**config.mk**
```make
export PLATFORM = sky130hd
export DESIGN_NAME = simon_autoplayer
export DESIGN_NICKNAME = d
export VERILOG_FILES = /design/src/rtl/simon_autoplayer_pkg.sv /design/src/rtl/simon_capture_buf.sv /design/src/rtl/simon_autoplayer.sv
export SDC_FILE = /design/constraint.sdc
export NUM_CORES = 1
export LEC_CHECK = 0
export ABC_AREA = 1
export BUFFER_PORTS_ARGS = -buffer_cell sky130_fd_sc_hd__buf_2
export CAP_MARGIN = 20
export CORE_ASPECT_RATIO = 0.7
export CORE_MARGIN = 2
export CORE_UTILIZATION = 60
export CTS_CLUSTER_DIAMETER = 50
export CTS_CLUSTER_SIZE = 8
export DETAILED_ROUTE_END_ITERATION = 16
export PLACE_DENSITY_LB_ADDON = 0.1
export SLEW_MARGIN = 30
export SYNTH_ARGS = -nofsm -noshare
export SYNTH_HDL_FRONTEND = slang
export SYNTH_SLANG_ARGS = --single-unit
```
**constraint.sdc**
```tcl
create_clock -name pclk -period 9 [get_ports pclk]
set_input_delay 0.9 -clock pclk [delete_from_list [all_inputs] [get_ports pclk]]
set_output_delay 0.9 -clock pclk [all_outputs]
set_load 0.01 [all_outputs]
```
**src/rtl/simon_autoplayer_pkg.sv**
```systemverilog
// Shared constants, state encoding and mode decode for the Simon autoplayer.
package simon_autoplayer_pkg;

  localparam int PATTERN_W = 4;

  localparam logic [2:0] MODE_INPUT  = 3'b001;
  localparam logic [2:0] MODE_PLAY   = 3'b010;
  localparam logic [2:0] MODE_REPEAT = 3'b100;
  localparam logic [2:0] MODE_DONE   = 3'b111;

  typedef enum logic [1:0] {
    S_INPUT   = 2'd0,
    S_CAPTURE = 2'd1,
    S_REPLAY  = 2'd2,
    S_DONE    = 2'd3
  } state_t;

  // Unrecognised mode_leds codes collapse to the Done state.
  function automatic state_t decode_mode(input logic [2:0] mode);
    case (mode)
      MODE_INPUT:  decode_mode = S_INPUT;
      MODE_PLAY:   decode_mode = S_CAPTURE;
      MODE_REPEAT: decode_mode = S_REPLAY;
      default:     decode_mode = S_DONE;
    endcase
  endfunction

endpackage

```
**src/rtl/simon_capture_buf.sv**
```systemverilog
// DEPTH x PATTERN_W register array: synchronous write, asynchronous read.
module simon_capture_buf
  import simon_autoplayer_pkg::*;
#(
  parameter int DEPTH  = 64,
  parameter int ADDR_W = 6
) (
  input  logic                 pclk,
  input  logic                 wr_en,
  input  logic [ADDR_W-1:0]    wr_addr,
  input  logic [PATTERN_W-1:0] wr_data,
  input  logic [ADDR_W-1:0]    rd_addr,
  output logic [PATTERN_W-1:0] rd_data
);

  logic [PATTERN_W-1:0] mem [DEPTH];

  always_ff @(posedge pclk) begin
    if (wr_en) mem[wr_addr] <= wr_data;
  end

  assign rd_data = mem[rd_addr];

endmodule

```
**src/rtl/simon_autoplayer.sv**
```systemverilog
// Records Simon's playback on pattern_leds and replays it during the repeat phase.
// Optional macro AUTOPLAY_ERR_INJECT_EN adds err_inject/err_index to corrupt one replay entry.
module simon_autoplayer
  import simon_autoplayer_pkg::*;
#(
  parameter int DEPTH  = 64,
  parameter int ADDR_W = 6
) (
  input  logic                 pclk,
  input  logic                 rst,
`ifdef AUTOPLAY_ERR_INJECT_EN
  input  logic                 err_inject,
  input  logic [ADDR_W-1:0]    err_index,
`endif
  input  logic [PATTERN_W-1:0] host_pattern,
  input  logic                 host_level,
  input  logic [PATTERN_W-1:0] sim_pattern_leds,
  input  logic [2:0]           sim_mode_leds,
  output logic [PATTERN_W-1:0] pattern,
  output logic                 level,
  output logic [ADDR_W:0]      seq_len,
  output logic [7:0]           round_count,
  output logic                 overflow,
  output logic                 underrun
);

  localparam logic [ADDR_W:0] DEPTH_L = (ADDR_W+1)'(DEPTH);

  state_t               state_q, state_d, cur_state;
  logic [ADDR_W:0]      wr_ptr_q, wr_ptr_d, rd_ptr_q, rd_ptr_d;
  logic [ADDR_W:0]      seq_len_q, seq_len_d;
  logic [7:0]           round_count_q, round_count_d;
  logic                 overflow_q, overflow_d, underrun_q, underrun_d;
  logic                 entry, wr_en, past_end;
  logic [ADDR_W:0]      wp, rp;
  logic [PATTERN_W-1:0] rd_data, replay_val, pattern_mux;

  simon_capture_buf #(.DEPTH(DEPTH), .ADDR_W(ADDR_W)) u_buf (
    .pclk    (pclk),
    .wr_en   (wr_en),
    .wr_addr (wp[ADDR_W-1:0]),
    .wr_data (sim_pattern_leds),
    .rd_addr (rp[ADDR_W-1:0]),
    .rd_data (rd_data)
  );

  always_comb begin
    // The live state tracks the mode directly so replay has zero latency;
    // state_q only remembers last cycle's state to detect entries.
    cur_state     = rst ? S_INPUT : decode_mode(sim_mode_leds);
    entry         = (cur_state != state_q);
    wp            = entry ? '0 : wr_ptr_q;
    rp            = entry ? '0 : rd_ptr_q;
    past_end      = (rp >= seq_len_q);
    state_d       = cur_state;
    wr_ptr_d      = wr_ptr_q;
    rd_ptr_d      = rd_ptr_q;
    seq_len_d     = seq_len_q;
    round_count_d = round_count_q;
    overflow_d    = overflow_q;
    underrun_d    = underrun_q;
    wr_en         = 1'b0;
    replay_val    = rd_data;
`ifdef AUTOPLAY_ERR_INJECT_EN
    if (err_inject && (rp == {1'b0, err_index})) replay_val = rd_data ^ 4'b0001;
`endif
    case (cur_state)
      S_CAPTURE: begin
        if (wp < DEPTH_L) begin
          wr_en     = 1'b1;
          wr_ptr_d  = wp + 1'b1;
          seq_len_d = wp + 1'b1;
        end else begin
          wr_ptr_d   = wp;
          seq_len_d  = DEPTH_L;
          overflow_d = 1'b1;
        end
      end
      S_REPLAY: begin
        if (past_end) underrun_d = 1'b1;
        // Saturate so a long repeat phase can never wrap back into valid entries.
        rd_ptr_d = (rp != '1) ? rp + 1'b1 : rp;
        if (state_q == S_CAPTURE) round_count_d = round_count_q + 8'd1;
      end
      S_INPUT: begin
        if (state_q == S_DONE) begin
          seq_len_d     = '0;
          round_count_d = '0;
        end
      end
      default: ;
    endcase
  end

  always_comb begin
    case (cur_state)
      S_INPUT:  pattern_mux = host_pattern;
      S_REPLAY: pattern_mux = past_end ? 4'b0000 : replay_val;
      default:  pattern_mux = 4'b0000;
    endcase
  end

  always_ff @(posedge pclk or posedge rst) begin
    if (rst) begin
      state_q       <= S_INPUT;
      wr_ptr_q      <= '0;
      rd_ptr_q      <= '0;
      seq_len_q     <= '0;
      round_count_q <= '0;
      overflow_q    <= 1'b0;
      underrun_q    <= 1'b0;
    end else begin
      state_q       <= state_d;
      wr_ptr_q      <= wr_ptr_d;
      rd_ptr_q      <= rd_ptr_d;
      seq_len_q     <= seq_len_d;
      round_count_q <= round_count_d;
      overflow_q    <= overflow_d;
      underrun_q    <= underrun_d;
    end
  end

  assign pattern     = pattern_mux;
  assign level       = host_level;
  assign seq_len     = seq_len_q;
  assign round_count = round_count_q;
  assign overflow    = overflow_q;
  assign underrun    = underrun_q;

endmodule

```
Word level (Yosys, flattened, before mapping)
Memory sizes are Yosys's and may differ from the RTL's. Cells that the tools add are included.

Bitwise gates (word level): 1. Add/subtract/negate cells: 3. Reductions and logical operators: 7. Order comparisons: 2. $mul: 0. Shifts and indexed selects: 0. Multiplexer cells: 18. Equal/unequal tests: 11. Divide/modulo/power cells: 0.

Operators with widths (number): 2-to-1 mux 7 bit (6); 2-to-1 mux 8 bit (2); case mux 8 bit (2 select lines) (1); adder 7 x 1 -> 7 bit, second input constant (2); case mux 7 bit (2 select lines) (1); adder 8 x 1 -> 8 bit, second input constant (1); case mux 4 bit (2 select lines) (1); greater-or-equal comparator 7 bit (1); less-than comparator 7 bit, second input constant (1); inequality test 7 bit, second input constant (1); case mux 2 bit (3 select lines) (1); AND reduction 2 bit (3); == test 2 x 1 -> 1 bit, second input constant (2); == test 2 bit, second input constant (2); 2-to-1 mux 1 bit (4); 2-to-1 mux 4 bit (1); inequality test 2 bit, second input constant (2); nonzero test 2 bit (2); == test 3 x 1 -> 1 bit, second input constant (1); == test 3 x 2 -> 1 bit, second input constant (1); == test 3 bit, second input constant (1); AND reduction 3 bit (1); logical NOT 2 bit (1); 2-to-1 mux 2 bit (1); other kinds (2) (2).

Memories kept: 1. Bits in latches: 0. Register bits: 33. Input port bits: 14. RAM bits: 256. Output and inout port bits: 22. Logic and storage cells: 50. Bits in read-only memories: 0.

Memory list: u_buf.mem (words 64, bits a word 4, read ports 1, clocked after memory_dff 0, wr ports 1, RTL line simon_capture_buf.sv:16) `logic [PATTERN_W-1:0] mem [DEPTH];`.

Logic depth before layout (Yosys ltp)
Gate-level depths: netlist (run 1).

Depth in word-level cells: 10. Mapped depth: 24. Depth with buffers taken out: 22.

By module
A second synthesis (run 1) with hierarchy kept.

Cells, all modules: 1228. Area total of the unflattened synthesis: 12863.6 um2.

Modules (own cells, without submodules): simon_capture_buf (seq. area each 7687.4 um2, area each 10801.6 um2, instances 1, cells each 944); simon_autoplayer (seq. area each 825.8 um2, area each 2062.0 um2, instances 1, cells each 284).

Worst setup path after synthesis (run 1)
Ideal clock, no wire load.

Path type: input -> output. Start: input rst. End: output pattern[0]. Data required time: 8.100 ns. Data arrival time: 3.715 ns. Path slack: 4.385 ns. Stages: 22. Path buffers: 2. Cell sequence: inv_1 -> nand3_2 -> nand2_2 -> nand2_2 -> nor2_8 -> nand2_2 -> buf_2 -> buf_2 -> ha_1 -> inv_1 -> nand2_1 -> nand2_1 -> nand2_1 -> nand2_1 -> nand2_1 -> nand2_1 -> nand2_1 -> nor2_2 -> inv_1 -> nor2_1 -> nand2_1 -> nand2_1.

Cells in the longest elaborated chain, start to end: 6. Elaborated cells between the ends (all ways): 9. Those cells by class: 1 x order compare; 2 x eq/ne; 4 x mux; 1 x reduce/logical; 1 x memory.

RTL lines: start, declared (RTL line simon_autoplayer.sv:10) `input logic rst,`; 2-to-1 mux 2 bit * (RTL line simon_autoplayer.sv:50) `cur_state = rst ? S_INPUT : decode_mode(sim_mode_leds);`; inequality test 2 bit (RTL line simon_autoplayer.sv:51) `entry = (cur_state != state_q);`; 2-to-1 mux 7 bit (RTL line simon_autoplayer.sv:53) `rp = entry ? '0 : rd_ptr_q;`; memory read (64 x 4 bit) or greater-or-equal comparator 7 bit (tied branches); 2-to-1 mux 4 bit (RTL line simon_autoplayer.sv:98) `S_REPLAY: pattern_mux = past_end ? 4'b0000 : replay_val;`; case mux 4 bit (2 select lines) * (RTL line simon_autoplayer.sv:96) `case (cur_state)`; end, declared (RTL line simon_autoplayer.sv:19) `output logic [PATTERN_W-1:0] pattern,`.

Mark *: on every way between the ends. The rest lies on a longest branch, timed or not.

Worst setup path in the final report (run 1)
Start: input rst. End: output pattern[1].

Same word-level chain as after synthesis.

==> results.cfg, run 1 <==
[setup_path]
cp_max_fo = 64
cp-start-kind = input port
cp.required_ps = 8100
r2r_slack_ps = 5630
crit_type = in2out
worstPathArrival_ps = 4810
r2r-end = u_buf.mem[59][0]$_DFFE_PP_
crit_end = pattern[1]
critPathCaptureType = output pin
r2r_cells = 11
r2r-start = state_q[1]$_DFF_PP0_
crit_start = rst

[final_layout]
layout-drive-gt1-share = 0.09961
final_core_util = 0.6839
layoutNonFillerInstCount = 1561
n_antenna_cell = 0
syn2layout_area_growth_pct = 11.33
nNetsFinal = 1289

[yosys]
synthesis.area_sq_mm = 0.01282
synth_edf_count = 256
syn_nets = 1249
ys_types = 40
avgSynthCellArea_sq_um = 10.43
ys_ff_latch = 289
yosysWarnings = 0
synthFlopType = edfxtp_1
synth_cells = 1229
synth_top_area_frac = 0.5998
ys_seq_area_frac = 0.6642
synth_most_common_cell = nand2_1
synth_common_cells = nand2_1, edfxtp_1, nor2_1
async_flop_share = 0.1142
synthTopCellsByArea = edfxtp_1, nand2_1, dfrtp_1
yosysTopAreaCell = edfxtp_1

[clock_tree]
hold_buffers = 0
cts_buffer_depth = 3
root_buffer = clkbuf_16
ctsResizeCount = 0
clk_pin_slew_ps = 50
cts_inserted_buffers = 42
cts_tree = done
post_cts_buffers = 0
clock_latency_ps = 520
cts_max_level = 2
cts.sinks = 289

[placement]
place_ws_ps = 3362
portBuffers = 33
dp.cells = 1501
gp_congestion = 0.9667
hpwl_um = 19360

[detailed_routing]
top_layer = met4
drc_errors = 0
wl_um = 31820
antenna_left = 0
routed-wl-met2_um = 13730
wire_per_inst_um = 20.39
viasPerCell = 5.810
route.met3.wl_um = 3415
drt-initial-drc-count = 1096
num_vias = 9069
drtPass1Iterations = 6
wl_met1_um = 14110

[die]
die_area_sq_mm = 0.02257
ios = 36
row_count = 44
die_w_um = 178.7
core_area_sq_mm = 0.02087
initial_core_util = 0.6143
die_y_um = 126.3

[sta]
setup_violations = 0
finalCritPeriodShare = 0.6348
rsz0062_at_grt = false
layout_setup_ws_ps = 3287
worst_pin_slew_ps = 969.2
finalSetupTns_ps = 0
finalHoldViolations = 0
slew_viol_final = 0
holdWs_ps = 489.0
skew_ps = 10.55
fmax_ghz = 0.1750
relSlewSlack = 0.3523
period_needed_ps = 5713

[global_route]
grt_pass1_wl_um = 49510
grt_use_total = 0.2935
grt-ovfl-total = 0
first_global_vias = 8593
antenna_found_initial = 0
grt_max_degree = 74

[outcome]
status = finished clean

[power]
power_density_mw_per_mm2 = 232.1
p_comb_frac = 0.121
netSwitchingFraction = 0.2586
p_leak_nw = 5.593
ir_drop_mv = 0.2193
switchingPower_w = 0.0008565
intPower_w = 0.002456
p_seq_frac = 0.460
p_clk_frac = 0.419

[min_path]
hp-class = reg2reg

[job]
drv_cap = 0
power groups by stage:
stage / Clock [W] / Sequential, W / Combinational (W)
6_report: 0.00139 / 0.00152 / 0.000401
4_1_cts: 0.00140 / 0.00152 / 0.000396
3_3_place_gp: 0 / 0.00155 / 0.000389
5_1_grt: 0.00146 / 0.00152 / 0.000446
3_5_place_dp: 0 / 0.00155 / 0.000392
2_1_floorplan: 0 / 0.00154 / 0.000259
area by class of cell:
class | count | area [sq um]
Sequential cell | 289 | 8513
Fill cell | 1598 | 6595
Multi-Input combinational cell | 796 | 3654
Clock buffer | 58 | 1132
Inverter | 96 | 360.3
Tap cell | 276 | 345.3
Timing Repair Buffer | 44 | 247.7
Clock inverter | 2 | 17.52
how the worst min path moves through the flow:
| stage | from | to | slack [ps] | depth (start not counted) |
|---|---|---|---|---|
| after detailed placement | overflow$_DFFE_PP0P_ | overflow$_DFFE_PP0P_ | 470 | 1 |
| after CTS | overflow$_DFFE_PP0P_ | overflow$_DFFE_PP0P_ | 490 | 1 |
| after global placement | overflow$_DFFE_PP0P_ | overflow$_DFFE_PP0P_ | 460 | 1 |
| after global routing | rd_ptr_q[6]$_DFFE_PP0N_ | rd_ptr_q[6]$_DFFE_PP0N_ | 530 | 1 |
| after floorplan | rd_ptr_q[6]$_DFFE_PP0N_ | rd_ptr_q[6]$_DFFE_PP0N_ | 460 | 1 |
| final | overflow$_DFFE_PP0P_ | overflow$_DFFE_PP0P_ | 490 | 1 |
routing by layer:
layer	vias to the layer above	global-route usage
li1	4240	-
met1	4310	0.4565
met2	475	0.4193
met3	44	0.06703
met4	0	0.07700
met5	-	0
flip-flops by register name, summed over array words and instances, names as in the netlist:
name / cells
seq_len: 7
rd_ptr_q: 7
u_buf.mem: 256
state_q: 2
underrun: 1
wr_ptr_q: 7
overflow: 1
round_count: 8
cells by family (layout without fill, tap and decap cells):
kind of cell / Yosys count / count (layout) / synth area share
and+or+nand+nor: 730 / 730 / 0.2504
DFF: 289 / 289 / 0.6642
buffers and inverters: 144 / 200 / 0.05076
AOI/OAI and AO/OA: 55 / 55 / 0.02538
adders and majority gates: 6 / 6 / 0.005857
xor gates and xnor gates: 5 / 5 / 0.003416
critical path: stages:
cell and delay (ps):
buf_2 110, inv_1 50, buf_4 400, nand3_2 150, nand2_2 110, nand2_2 90, nor2_8 100, buf_4 580
nand2_1 420, inv_1 370, ha_1 310, inv_1 60, nor2_1 40, nor3_1 120, nand2_1 80, nand2_1 50
nand2_1 100, nor2_2 170, nand2_1 70, nor2_1 170, nand2_1 110, nand2_1 60, buf_2 120
metrics by stage:
step,area (sq um),total power [W]
after floorplan,12820,0.001802
after global placement,13120,0.001935
after detailed placement,13120,0.001938
after CTS,14270,0.003318
after global routing,14270,0.003433
final,14270,0.003312
placed cells by master (no fill, tap or decap), types with 14 or more instances in the layout:
cell,count
a21oi_1,14
buf_2,33
clkbuf_1,15
clkbuf_16,43
dfrtp_1,33
edfxtp_1,256
inv_1,91
nand2_1,316
nand3_1,149
nand3b_1,15
nand4_1,18
nor2_1,177
o21ai_0,24
(Power assumes the default switching activity.)
==> inputs of run 2 (changes only) <==
Clock period 9 ns to 5.3 ns, I/O delays scaled along.
==> results.cfg, run 2 (same netlist as run 1, synthesis figures left out) <==
[sta]
setup_violations = 0
skew_ps = 22.71
slew_viol_final = 0
worst_pin_slew_ps = 919.7
finalHoldViolations = 0
period_needed_ps = 4384
relSlewSlack = 0.3854
finalCritPeriodShare = 0.8271
finalSetupTns_ps = 0
fmax_ghz = 0.2281
rsz0062_at_grt = false

[clock_tree]
clk_pin_slew_ps = 50
cts_inserted_buffers = 42
post_cts_buffers = 0
ctsResizeCount = 0
cts_max_level = 2
cts_buffer_depth = 3
cts.sinks = 289
cts_tree = done
clock_latency_ps = 530
hold_buffers = 0
root_buffer = clkbuf_16

[setup_path]
r2r-start = state_q[0]$_DFF_PP0_
r2r_cells = 11
max_stage_delay_ps = 670
r2r-end = u_buf.mem[45][3]$_DFFE_PP_
r2r_slack_ps = 2030
critPathCaptureType = output pin
cp_max_fo = 28
cp-start-kind = input port
worstPathArrival_ps = 3850
crit_type = in2out
path_cells = buf_2 -> inv_1 -> nand3_2 -> nand2_2 -> nand2_2 -> nor2_8 -> nand3_2 -> buf_4 -> or2_2 -> nand4_1 -> nand3_1 -> nand2_1 -> nand3_1 -> nand3_1 -> nand2_1 -> buf_2
crit_slowest_cell = nand3_2
crit_top_cell = nand3_1
cp.required_ps = 4770

[die]
initial_core_util = 0.6143
die_w_um = 178.7
die_area_sq_mm = 0.02257
row_count = 44
ios = 36
die_y_um = 126.3
core_area_sq_mm = 0.02087

[final_layout]
largest_reg_flops = 256
layout_common_cells = nand2_1, edfxtp_1, nor2_1
nNetsFinal = 1296
layout_commonest_cell = nand2_1
seq_area_sq_mm = 0.008513
stdcell_area_sq_mm = 0.01439
syn2layout_area_growth_pct = 12.23
fill_cells = 1567
n_antenna_cell = 0
layout-drive-gt1-share = 0.1053
multiInputGateArea_sq_mm = 0.003654
top_register = u_buf.mem

[power]
power_w = 0.005728
ir_drop_mv = 0.2563
power_density_mw_per_mm2 = 398.2
p_leak_nw = 5.647

[global_route]
grt_pass1_wl_um = 51120
grt-ovfl-total = 0
grt_use_total = 0.3040
grt_max_degree = 65
first_global_vias = 8713
antenna_found_initial = 0

[detailed_routing]
wl_um = 32820
drt-initial-drc-count = 1226
viasPerCell = 5.872
wire_per_inst_um = 20.81
antenna_left = 0
num_vias = 9260
drtPass1Iterations = 6
drc_errors = 0

[placement]
hpwl_um = 20500
gp_congestion = 0.9302
post_dp_cell_area_sq_mm = 0.01317
portBuffers = 33

[outcome]
status = finished clean

[min_path]
hp-class = in2async

[job]
drv_cap = 0
[run 2: changes by cell type in the layout (fill, tap and decap cells not counted)]
cell        before  now
clkinv_8         0    2
buf_4           11   18
clkbuf_1        15   22
clkinvlp_4       0    1
clkinv_4         1    0
inv_6            1    0
clkbuf_8         0    1
[run 2: metal layers]
metal	global-route usage	part of all wire	vias to the layer above
li1	-	-	4250
met1	0.4743	0.44	4398
met5	0	0	-
met3	0.07971	0.12	60
met2	0.4240	0.42	552
met4	0.08226	0.024	0
[run 2: critical path: cells and delay by family]
kind                   cells  cell delay [ps]
buffers and inverters      4             1070
AND/OR/NAND/NOR           12             2230
[run 2: metrics by stage]
stage | cells | hold slack [ps] | worst slack [ps] | util
5_1_grt | 1577 | 81.75 | 671.3 | 0.6894
3_5_place_dp | 1508 | 484.0 | 966.3 | 0.6313
4_1_cts | 1577 | 58.44 | 949.0 | 0.6894
6_report | 1577 | 59.27 | 916.5 | 0.6894
2_1_floorplan | 1229 | 463.2 | 1425 | -
3_3_place_gp | 1508 | 460.5 | 1015 | 0.6313
[run 2: layout make-up]
class                   instances  share of cell area
clock buffers                  66             0.08150
clock inverters                 3            0.002783
inverters                      96             0.02505
multi-input cells             796              0.2540
flip-flops and latches        289              0.5918
well taps                     276             0.02401
repair buffers                 51             0.02088
[run 2: where the power goes]
group / switching (W) / internal, W / total, W / leakage, nW
Sequential: 0.0000547 / 0.00253 / 0.00259 / 2.73
Combinational: 0.000512 / 0.000182 / 0.000694 / 2.34
Clock: 0.000943 / 0.00150 / 0.00245 / 0.577
[run 2: how the worst max path moves through the flow]
stage	end	start	depth (start not counted)	slack, ps
final	pattern[3]	rst	16	920
after global routing	pattern[3]	rst	16	670
after CTS	pattern[3]	rst	16	950
after detailed placement	pattern[3]	rst	16	970
after global placement	pattern[3]	rst	16	1020
after floorplan	pattern[0]	rst	22	1420
==> inputs of run 3 (changes only) <==
Settings changed: CORE_UTILIZATION 60 to 56.
Clock period 5.3 ns to 3.8 ns, I/O delays scaled along.
==> results.cfg, run 3 (same netlist as run 1, synthesis figures left out) <==
[global_route]
grt_pass1_wl_um = 50780
grt-ovfl-total = 0
grt_use_total = 0.2875
grt_max_degree = 84
first_global_vias = 8429
antenna_found_initial = 0

[sta]
finalCritPeriodShare = 0.9418
finalSetupTns_ps = 0
skew_ps = 19.69
setup_violations = 0
fmax_ghz = 0.2794
relSlewSlack = 0.4945
worst_pin_slew_ps = 758.3
period_needed_ps = 3579
rsz0062_at_grt = false
slew_viol_final = 0
finalHoldViolations = 0

[power]
power_density_mw_per_mm2 = 545.7
p_leak_nw = 5.727
ir_drop_mv = 0.3354

[detailed_routing]
drc_errors = 0
route.met3.wl_um = 3572
routed-wl-met2_um = 13710
wire_per_inst_um = 20.75
drt-initial-drc-count = 1107
num_vias = 9202
antenna_left = 0
wl_met1_um = 15580
top_layer = met4
drtPass1Iterations = 5
viasPerCell = 5.680
wl_um = 33610

[die]
row_count = 46
ios = 36
die_area_sq_mm = 0.02413
core_area_sq_mm = 0.02256
die_w_um = 184.8
initial_core_util = 0.5681
die_y_um = 130.6

[setup_path]
path_cells = inv_1 -> nand4_1 -> nand2_2 -> nor2_8 -> nand2_1 -> inv_1 -> ha_1 -> inv_1 -> nor2_1 -> nor3_1 -> nand2_1 -> nand2_1 -> nand2_1 -> nor2_2 -> inv_1 -> nor2_1 -> nand2_1 -> nand2_1 -> buf_2
cp_top_family = simple AND/OR/NAND/NOR gates
crit_buf_inv = 5
critPathCaptureType = output pin
cp.depth = 19
r2r_cells = 11
max_stage_delay_ps = 350
worstPathArrival_ps = 3200
r2r-end = u_buf.mem[29][0]$_DFFE_PP_
cp-start-kind = flip-flop
r2r-start = state_q[0]$_DFF_PP0_
crit_type = reg2out
crit_start = state_q[0]$_DFF_PP0_
cp.required_ps = 3420
crit_top_cell = nand2_1
cp_max_fo = 11
r2r_slack_ps = 670
crit_slowest_cell = dfrtp_1
crit_end = pattern[2]

[final_layout]
layout_commonest_cell = nand2_1
layout_common_cells = nand2_1, edfxtp_1, nor2_1
syn2layout_area_growth_pct = 13.56
stdcell_area_sq_mm = 0.01456
fill_cells = 1834
n_antenna_cell = 0
layout-drive-gt1-share = 0.1147
nNetsFinal = 1311
largest_reg_flops = 256
top_register = u_buf.mem

[clock_tree]
clock_latency_ps = 540
cts_inserted_buffers = 42
cts_tree = done
cts_buffer_depth = 3
ctsResizeCount = 0
cts_max_level = 2
cts.sinks = 289
clk_pin_slew_ps = 50
root_buffer = clkbuf_16

[placement]
hpwl_um = 21510
post_dp_cell_area_sq_mm = 0.01338
portBuffers = 33
gp_congestion = 0.9547

[outcome]
status = finished clean

[job]
drv_cap = 0

[min_path]
hp-class = in2async
## run 3: area by class of cell
cell class / instances / area [sq um] / area share
Timing Repair Buffer: 66 / 467.9 / 0.03215
Clock inverter: 4 / 41.29 / 0.002837
Inverter: 96 / 360.3 / 0.02476
Tap cell: 312 / 390.4 / 0.02682
Sequential cell: 289 / 8513 / 0.5849
Multi-Input combinational cell: 796 / 3654 / 0.2510
Clock buffer: 57 / 1129 / 0.07754
## run 3: how the worst min path moves through the flow
stage / cells after the start / end / slack [ps]
floorplan: 1 / rd_ptr_q[6]$_DFFE_PP0N_ / 460
global placement: 2 / state_q[1]$_DFF_PP0_ / 330
detailed placement: 2 / state_q[1]$_DFF_PP0_ / 340
CTS: 3 / wr_ptr_q[0]$_DFFE_PP0P_ / 40
global route: 3 / wr_ptr_q[0]$_DFFE_PP0P_ / 100
finish: 3 / wr_ptr_q[3]$_DFFE_PP0P_ / 50
## run 3: worst reg2reg max path, stage by stage, from the launching register on
cell	delay (ps)
dfrtp_1	380
inv_1	60
nand4_1	110
nand2_2	150
inv_1	70
nand2_2	210
nor2_1	100
inv_1	110
nand2_1	130
inv_1	330
nand4_1	630
nor2_1	520
## run 3: what timing repair did
| action | 4_1_cts | 5_1_grt |
|---|---|---|
| endpoints found under the hold margin | 2 | 0 |
| endpoints found under the setup margin | 0 | 0 |
| hold buffers | 1 | 0 |
| buffers inserted | 0 | 0 |
## run 3: layer usage
metal	up-vias	GRT usage
li1	4274	-
met1	4422	0.4476
met2	450	0.3994
met3	56	0.07317
met4	0	0.08123
met5	-	0
## run 3: per-stage QoR
step | hold WS, ps | util | worst slack [ps] | cells | power [W]
floorplan | 463.2 | - | 224.8 | 1229 | 0.004268
CTS | 38.75 | 0.6451 | 263.0 | 1620 | 0.007952
global placement | 329.4 | 0.5927 | 406.8 | 1558 | 0.004628
detailed placement | 341.4 | 0.5928 | 380.8 | 1558 | 0.004630
finish | 50.46 | 0.6451 | 221.0 | 1620 | 0.007942
global route | 101.0 | 0.6451 | 79.98 | 1620 | 0.008212
## run 3: where the power goes
part           switching (W)  leakage [nW]  internal, W
Clock                0.00130         0.566      0.00204
Combinational       0.000712          2.43     0.000281
Sequential         0.0000743          2.73      0.00353
Total                0.00209          5.73      0.00586
